$ cat src/rtl/sram_arb_pkg.sv
// Shared types and constants for the two-requester syncRAM arbiter.
package sram_arb_pkg;

    // Default RAM geometry (matches the existing syncRAM)
    localparam int DEF_DATA_W = 8;
    localparam int DEF_ADDR_W = 8;

    // Requester identifiers, also used as grant/response ids
    localparam logic REQ_A = 1'b0;
    localparam logic REQ_B = 1'b1;

    // Command presented by a requester
    typedef struct packed {
        logic                  we;
        logic [DEF_ADDR_W-1:0] addr;
        logic [DEF_DATA_W-1:0] wdata;
    } cmd_t;

    // One slot of the read-return tracking pipeline
    typedef struct packed {
        logic vld;
        logic rd;
        logic id;
    } trk_t;

endpackage

$ cat src/rtl/rr_arbiter2.sv
// Two-way round-robin arbiter: grants at most one requester per cycle and
// hands priority to the other requester after every grant.
module rr_arbiter2
    import sram_arb_pkg::*;
(
    input  logic       Clk,
    input  logic       Rst,
    input  logic [1:0] req,
    output logic [1:0] gnt
);

    // Requester that wins when both are asking
    logic r_ptr;

    // Combinational grant; nothing is granted while reset is held
    always_comb begin
        // NOTE: default first so every path assigns gnt and no latch is inferred.
        gnt = 2'b00;
        if (!Rst) begin
            if (req == 2'b11) begin
                gnt = (r_ptr == REQ_B) ? 2'b10 : 2'b01;
            end else begin
                gnt = req;
            end
        end
    end

    // Priority pointer moves to the requester that was not just served
    always_ff @(posedge Clk) begin
        // NOTE: non-blocking assignments for all state so every flop updates from pre-edge values.
        if (Rst) begin
            r_ptr <= REQ_A;
        end else if (gnt[0]) begin
            r_ptr <= REQ_B;
        end else if (gnt[1]) begin
            r_ptr <= REQ_A;
        end
    end

endmodule

$ cat src/rtl/sram_arbiter.sv
// Arbiter/sequencer in front of syncRAM: round-robin grant between A and B,
// registered RAM strobes, and fixed two-cycle read return to the originator.
module sram_arbiter
    import sram_arb_pkg::*;
#(
    parameter int DATA_W = DEF_DATA_W,
    parameter int ADDR_W = DEF_ADDR_W
) (
    input  logic              Clk,
    input  logic              Rst,

    input  logic              a_valid,
    output logic              a_ready,
    input  logic              a_we,
    input  logic [ADDR_W-1:0] a_addr,
    input  logic [DATA_W-1:0] a_wdata,
    output logic              a_rvalid,
    output logic [DATA_W-1:0] a_rdata,

    input  logic              b_valid,
    output logic              b_ready,
    input  logic              b_we,
    input  logic [ADDR_W-1:0] b_addr,
    input  logic [DATA_W-1:0] b_wdata,
    output logic              b_rvalid,
    output logic [DATA_W-1:0] b_rdata,

    output logic              ram_CS,
    output logic              ram_WE,
    output logic              ram_RD,
    output logic [ADDR_W-1:0] ram_Addr,
    output logic [DATA_W-1:0] ram_dataIn,
    input  logic [DATA_W-1:0] ram_dataOut
);

    logic [1:0] w_gnt;
    logic       w_any;
    logic       w_id;
    cmd_t       w_cmd;

    logic              r_cs;
    logic              r_we;
    logic              r_rd;
    logic [ADDR_W-1:0] r_addr;
    logic [DATA_W-1:0] r_din;

    // r_trk0 describes the command on the RAM pins this cycle,
    // r_trk1 the one whose read data is on ram_dataOut this cycle.
    trk_t r_trk0;
    trk_t r_trk1;

    logic w_ret_a;
    logic w_ret_b;

    rr_arbiter2 u_rr (
        .Clk (Clk),
        .Rst (Rst),
        .req ({b_valid, a_valid}),
        .gnt (w_gnt)
    );

    assign a_ready = w_gnt[0];
    assign b_ready = w_gnt[1];
    assign w_any   = |w_gnt;
    assign w_id    = w_gnt[1] ? REQ_B : REQ_A;

    // Select the granted requester's command
    always_comb begin
        w_cmd = '{we: a_we, addr: a_addr, wdata: a_wdata};
        if (w_gnt[1]) begin
            w_cmd = '{we: b_we, addr: b_addr, wdata: b_wdata};
        end
    end

    // Issue register: strobes pulse for one cycle per grant, address/data hold when idle
    always_ff @(posedge Clk) begin
        if (Rst) begin
            r_cs   <= 1'b0;
            r_we   <= 1'b0;
            r_rd   <= 1'b0;
            r_addr <= '0;
            r_din  <= '0;
        end else begin
            r_cs <= w_any;
            r_we <= w_any & w_cmd.we;
            r_rd <= w_any & ~w_cmd.we;
            if (w_any) begin
                r_addr <= w_cmd.addr;
                r_din  <= w_cmd.wdata;
            end
        end
    end

    // Response tracking shift; reset drops anything in flight
    always_ff @(posedge Clk) begin
        if (Rst) begin
            r_trk0 <= '0;
            r_trk1 <= '0;
        end else begin
            r_trk0 <= '{vld: w_any, rd: ~w_cmd.we, id: w_id};
            r_trk1 <= r_trk0;
        end
    end

    assign ram_CS     = r_cs;
    assign ram_WE     = r_we;
    assign ram_RD     = r_rd;
    assign ram_Addr   = r_addr;
    assign ram_dataIn = r_din;

    // RAM output is already registered by syncRAM, so it is routed straight through
    assign w_ret_a  = r_trk1.vld & r_trk1.rd & (r_trk1.id == REQ_A);
    assign w_ret_b  = r_trk1.vld & r_trk1.rd & (r_trk1.id == REQ_B);
    assign a_rvalid = w_ret_a;
    assign b_rvalid = w_ret_b;
    assign a_rdata  = w_ret_a ? ram_dataOut : '0;
    assign b_rdata  = w_ret_b ? ram_dataOut : '0;

endmodule

$ cat config.mk
export PLATFORM = sky130hd
export DESIGN_NAME = sram_arbiter
export DESIGN_NICKNAME = d
export VERILOG_FILES = /design/src/rtl/sram_arb_pkg.sv /design/src/rtl/rr_arbiter2.sv /design/src/rtl/sram_arbiter.sv
export SDC_FILE = /design/constraint.sdc
export NUM_CORES = 1
export LEC_CHECK = 0
export ABC_AREA = 1
export CAP_MARGIN = 25
export CELL_PAD_IN_SITES_DETAIL_PLACEMENT = 1
export CELL_PAD_IN_SITES_GLOBAL_PLACEMENT = 2
export CORE_MARGIN = 8
export CORE_UTILIZATION = 23
export DETAILED_ROUTE_END_ITERATION = 16
export DONT_BUFFER_PORTS = 1
export PLACE_DENSITY = 0.61
export SYNTH_ARGS = -nofsm -noshare
export SYNTH_HDL_FRONTEND = slang
export SYNTH_SLANG_ARGS = --single-unit
$ cat constraint.sdc
create_clock -name Clk -period 1.4 [get_ports Clk]
set_input_delay 0.21 -clock Clk [delete_from_list [all_inputs] [get_ports Clk]]
set_output_delay 0.21 -clock Clk [all_outputs]
set_load 0.01 [all_outputs]
-- Yosys cells after proc, flatten, opt, wreduce, memory -nomap -nowiden
Cells that the tools add are included.
- output and inout port bits: 39
- input bits: 46
- logic and storage cells: 30
- bits in registers: 25
- bitwise gates (word level): 7
- multiplexer cells: 9
- reductions and logical operators: 2
- equal/unequal tests: 1
- operators by type and width (cell ; count):
    $mux W17 ; 1
    $mux W8 ; 2
    $mux W2 ; 3
    $and A1 B1 Y1 ; 5
    $mux W1 ; 3
    $eq A2 B2 Y1 const B ; 1
    $not A1 Y1 ; 2
    $reduce_bool A2 Y1 ; 1
    $reduce_or A2 Y1 ; 1

-- Logic depth before layout (Yosys ltp)
- depth in word-level cells: 6
- depth in mapped cells: 8
- mapped depth without buffers: 7

-- Cells and area by module
Synthesis repeated with hierarchy kept, for this count alone.
- cell total of the unflattened synthesis: 186
- area total of the unflattened synthesis: 1217.4 um2
- modules (own cells, without submodules) (module ; area each (um2) ; sequential area each (um2) ; times used ; cells each):
    sram_arbiter ; 1149.9 ; 480.5 ; 1 ; 173
    rr_arbiter2 ; 67.6 ; 20.0 ; 1 ; 13

-- Worst setup path after synthesis
Ideal clock, no wire load.
- kind: register -> output
- start: reg r_trk1[2] (netlist name)
- end: out a_rdata[0]
- stages on the path, launching flop included: 5
- required time: 1190 ps
- path slack: 302 ps
- data arrival time: 888 ps
- path through: dfxtp_1 nand2_1 nor2_1 inv_1 nor2_1
- cells in the longest elaborated chain, start to end: 3
- ends and longest elaborated chain (what ; line ; text):
    from (decl) ; sram_arbiter.sv:50 ; trk_t r_trk1;
    from (signal assigned) ; sram_arbiter.sv:101 ; r_trk1 <= r_trk0;
    $and A1 B1 Y1 (2 in a row) ; sram_arbiter.sv:112 ; assign w_ret_a = r_trk1.vld & r_trk1.rd & (r_trk1.id == REQ_A);
    via a_rvalid ; sram_arbiter.sv:17 ; output logic a_rvalid,
    $mux W8 ; sram_arbiter.sv:116 ; assign a_rdata = w_ret_a ? ram_dataOut : '0;
    to (decl) ; sram_arbiter.sv:18 ; output logic [DATA_W-1:0] a_rdata,
The timed path passes the listed nets, and every way through them passes these cells.

-- Worst setup path in the final report
- start: reg r_trk1[0] (netlist name)
- end: out b_rdata[4]
- cells in the longest elaborated chain, start to end: 2
- ends and longest elaborated chain (what ; line ; text):
    $and A1 B1 Y1 ; sram_arbiter.sv:113 ; assign w_ret_b = r_trk1.vld & r_trk1.rd & (r_trk1.id == REQ_B);
    $mux W8 ; sram_arbiter.sv:117 ; assign b_rdata = w_ret_b ? ram_dataOut : '0;
    to (decl) ; sram_arbiter.sv:26 ; output logic [DATA_W-1:0] b_rdata,
No other way between the ends.

==> results.md <==
- Syn avg cell area: between 6 and 7 um2
- Final period util: 98.11%
- Final Skew: ~5.2 ps
- Global-route wire length before repair: 6831 um
- Layout cells sized above 1: between 10% and 20%
- Most common cell after layout, fill and taps aside: nor2_1
- Final nets: ~250
- Drt first pass iters: 3
- Data required time of the critical path: 1190 ps
- Worst-path clk slew: roughly 90 ps
- Share of the synthesized area in the top cell type: a little under two fifths
- Pins Over Slew Limit: 0
- Area growth syn-to-layout: 17.37%
- Max Cap Viol: 0
- # setup viols final: 0
- Fillcell total: 693
- Vias: ~1300
- Gr ovfl total: 0
- Sequential-to-total area share from yosys stat: between 30% and 40%
- Slew @ Worst Pin: 299.2 ps
- Power Dens Cells: between 1000 and 1500 nW/um2
- Ant. Diodes: 0
- Data arrival, critical path: roughly 1200 ps
- WS Path Type: flip-flop to primary output
- Post-Syn Nets: roughly 250
- Initial Util: 23.81%
- Root Buffer: clkbuf_8
- Synthesized area: 1311 um2
- GPL Wtd Cong: 0.7529
- Post-DR vias/cell: about 4.6
- Post-CTS Setup Bufs: 0
- Initial antenna violation count: 0
- Die area: between 8000 and 9000 um2
- Biggest area consumer among synthesized cells: dfxtp_1
- Commonest non-fill, non-tap cells in the layout: nor2_1 (40), inv_1 (32), dfxtp_1 (25)
- Chip Height: 91.51 um
- Initial drt markers: 34
- CTS Sinks: 25
- IO buf count: 0
- Outcome: finished clean
- RSZ-0062 raised after global routing: true
- Vias in the first global route: 1340
- Synth Register Bits: 25
- Final wirelength: between 4000 and 5000 um
- Placed insts: between 200 and 300
- Longest Clk Path Bufs: 2
- TNS Setup: 0 ps
- Maximum operating frequency: 0.7280 GHz
- DRC viols: 0
- TritonCTS clock tree: built
- H-tree depth: 1
- Hold WS: 105.5 ps
- Synth top area cells: dfxtp_1 (38%), nor2_1 (15%), inv_1 (9.4%), a21oi_1 (6.9%), nand3_1 (6.5%)
- Minimum clock period: roughly 1400 ps
- Total track usage: between 10 and 15%
- Post-Synthesis Cells: a little over 200
- Final hold vios: 0
- Die X: between 90 and 100 um
- Slew HR: between 80 and 90%
- I/O pin cnt: 85
- Total CTS buffers: 3
- Largest net degree at the start of global routing: 35
- CP startpoint kind: flip-flop
- Latest clock arrival within the worst-skew pair: roughly 270 ps
- DR WL/cell: 16.03 um
- Post-route ant nets: 0
- Post-DP HPWL: approximately 3600 um
- Critical Path Sink Type: primary output
- Maximum VDD drop: approximately 0.00035 V
- CP max FO: 9
- Hold Path Class: input port to flip-flop
- Post-synth cell types: 18
- Static leakage: between 0.0007 and 0.0008 uW
- Warnings from Yosys: 0
- Total core area: ~5500 um2
- FP Rows: 27
- Fin cells: about 280
sequential cells by signal (all words and copies together) (netlist names):
| name | flops |
|---|---|
| ram_dataIn | 8 |
| r_trk0 | 3 |
| u_rr.r_ptr | 1 |
| ram_RD | 1 |
| ram_Addr | 8 |
| ram_WE | 1 |
| r_trk1 | 3 |
where the power goes:
| group | internal, uW | leakage, uW | total, uW | switching (uW) |
|---|---|---|---|---|
| clock network | 202 | 0.0000217 | 444 | 242 |
| registers | 769 | 0.000207 | 830 | 61.6 |
| logic | 98.3 | 0.000484 | 270 | 171 |
what timing repair did:
action | 4_1_cts | 5_1_grt
gates resized for setup | 0 | 26
hold buffers | 1 | 1
setup endpoints to repair | 1 | 17
endpoints found under the hold margin | 3 | 1
synth_stat cells:
cell / number
nor2_1: 54
dfxtp_1: 25
o21ai_1: 10
a21oi_1: 18
inv_1: 33
inv_2: 1
nand2_1: 22
nand3_1: 17
clkbuf_1: 1
inv_4: 1
nand2_4: 1
a21oi_2: 1
buf_2: 4
buf_4: 2
o21ai_4: 1
o21ai_0: 7
buf_6: 4
nor2_4: 1
per-layer routing:
layer	share of wire (%)	up-vias	track usage (%)
met5	0	-	0
met4	0.72	0	1.774
met3	11	4	5.679
met2	51	47	17.47
met1	38	589	10.48
li1	-	623	-
final timing paths:
path,start,end,slack [ps],cells after the start
max,r_trk1[0],b_rdata[4],30,2
max reg2reg,u_rr.r_ptr,ram_Addr[0],230,7
min reg2reg,r_trk0[1],r_trk1[1],430,2
min,a_valid,u_rr.r_ptr,110,2
per-stage QoR:
stage / cell area (um2) / power, uW / setup slack, ps / utilization [%]
after floorplan: 1311 / 1039 / 301.6 / -
after global placement: 1388 / 1086 / 354.1 / 25.20
after detailed placement: 1388 / 1105 / 234.8 / 25.20
after CTS: 1446 / 1562 / -4.520 / 26.27
after global routing: 1539 / 1657 / -37.63 / 27.95
final: 1539 / 1544 / 26.43 / 27.95
layout make-up:
class                      count  area, um2  share of cell area [%]
clock inverter                 1      7.507                  0.4878
clock buffer                   3      41.29                   2.683
multi-input combinational    132      673.1                   43.74
inverter                      35      136.4                   8.862
tap                           72      90.09                   5.854
timing repair buffer           8      90.09                   5.854
sequential                    25      500.5                   32.52
worst max-delay path, stage by stage, from the launching register on:
cell     delay, ps
dfxtp_1        400
nand3_2        220
nor2_1         270
cell families (layout without fill, tap and decap cells):
family          Yosys count  after routing  share of synthesized area (%)
simple gates             95             95                          29.96
buf+inv                  46             47                          16.60
compound gates           37             37                          15.27
flops                    25             25                          38.17
Power figures use the tool's default switching activity.
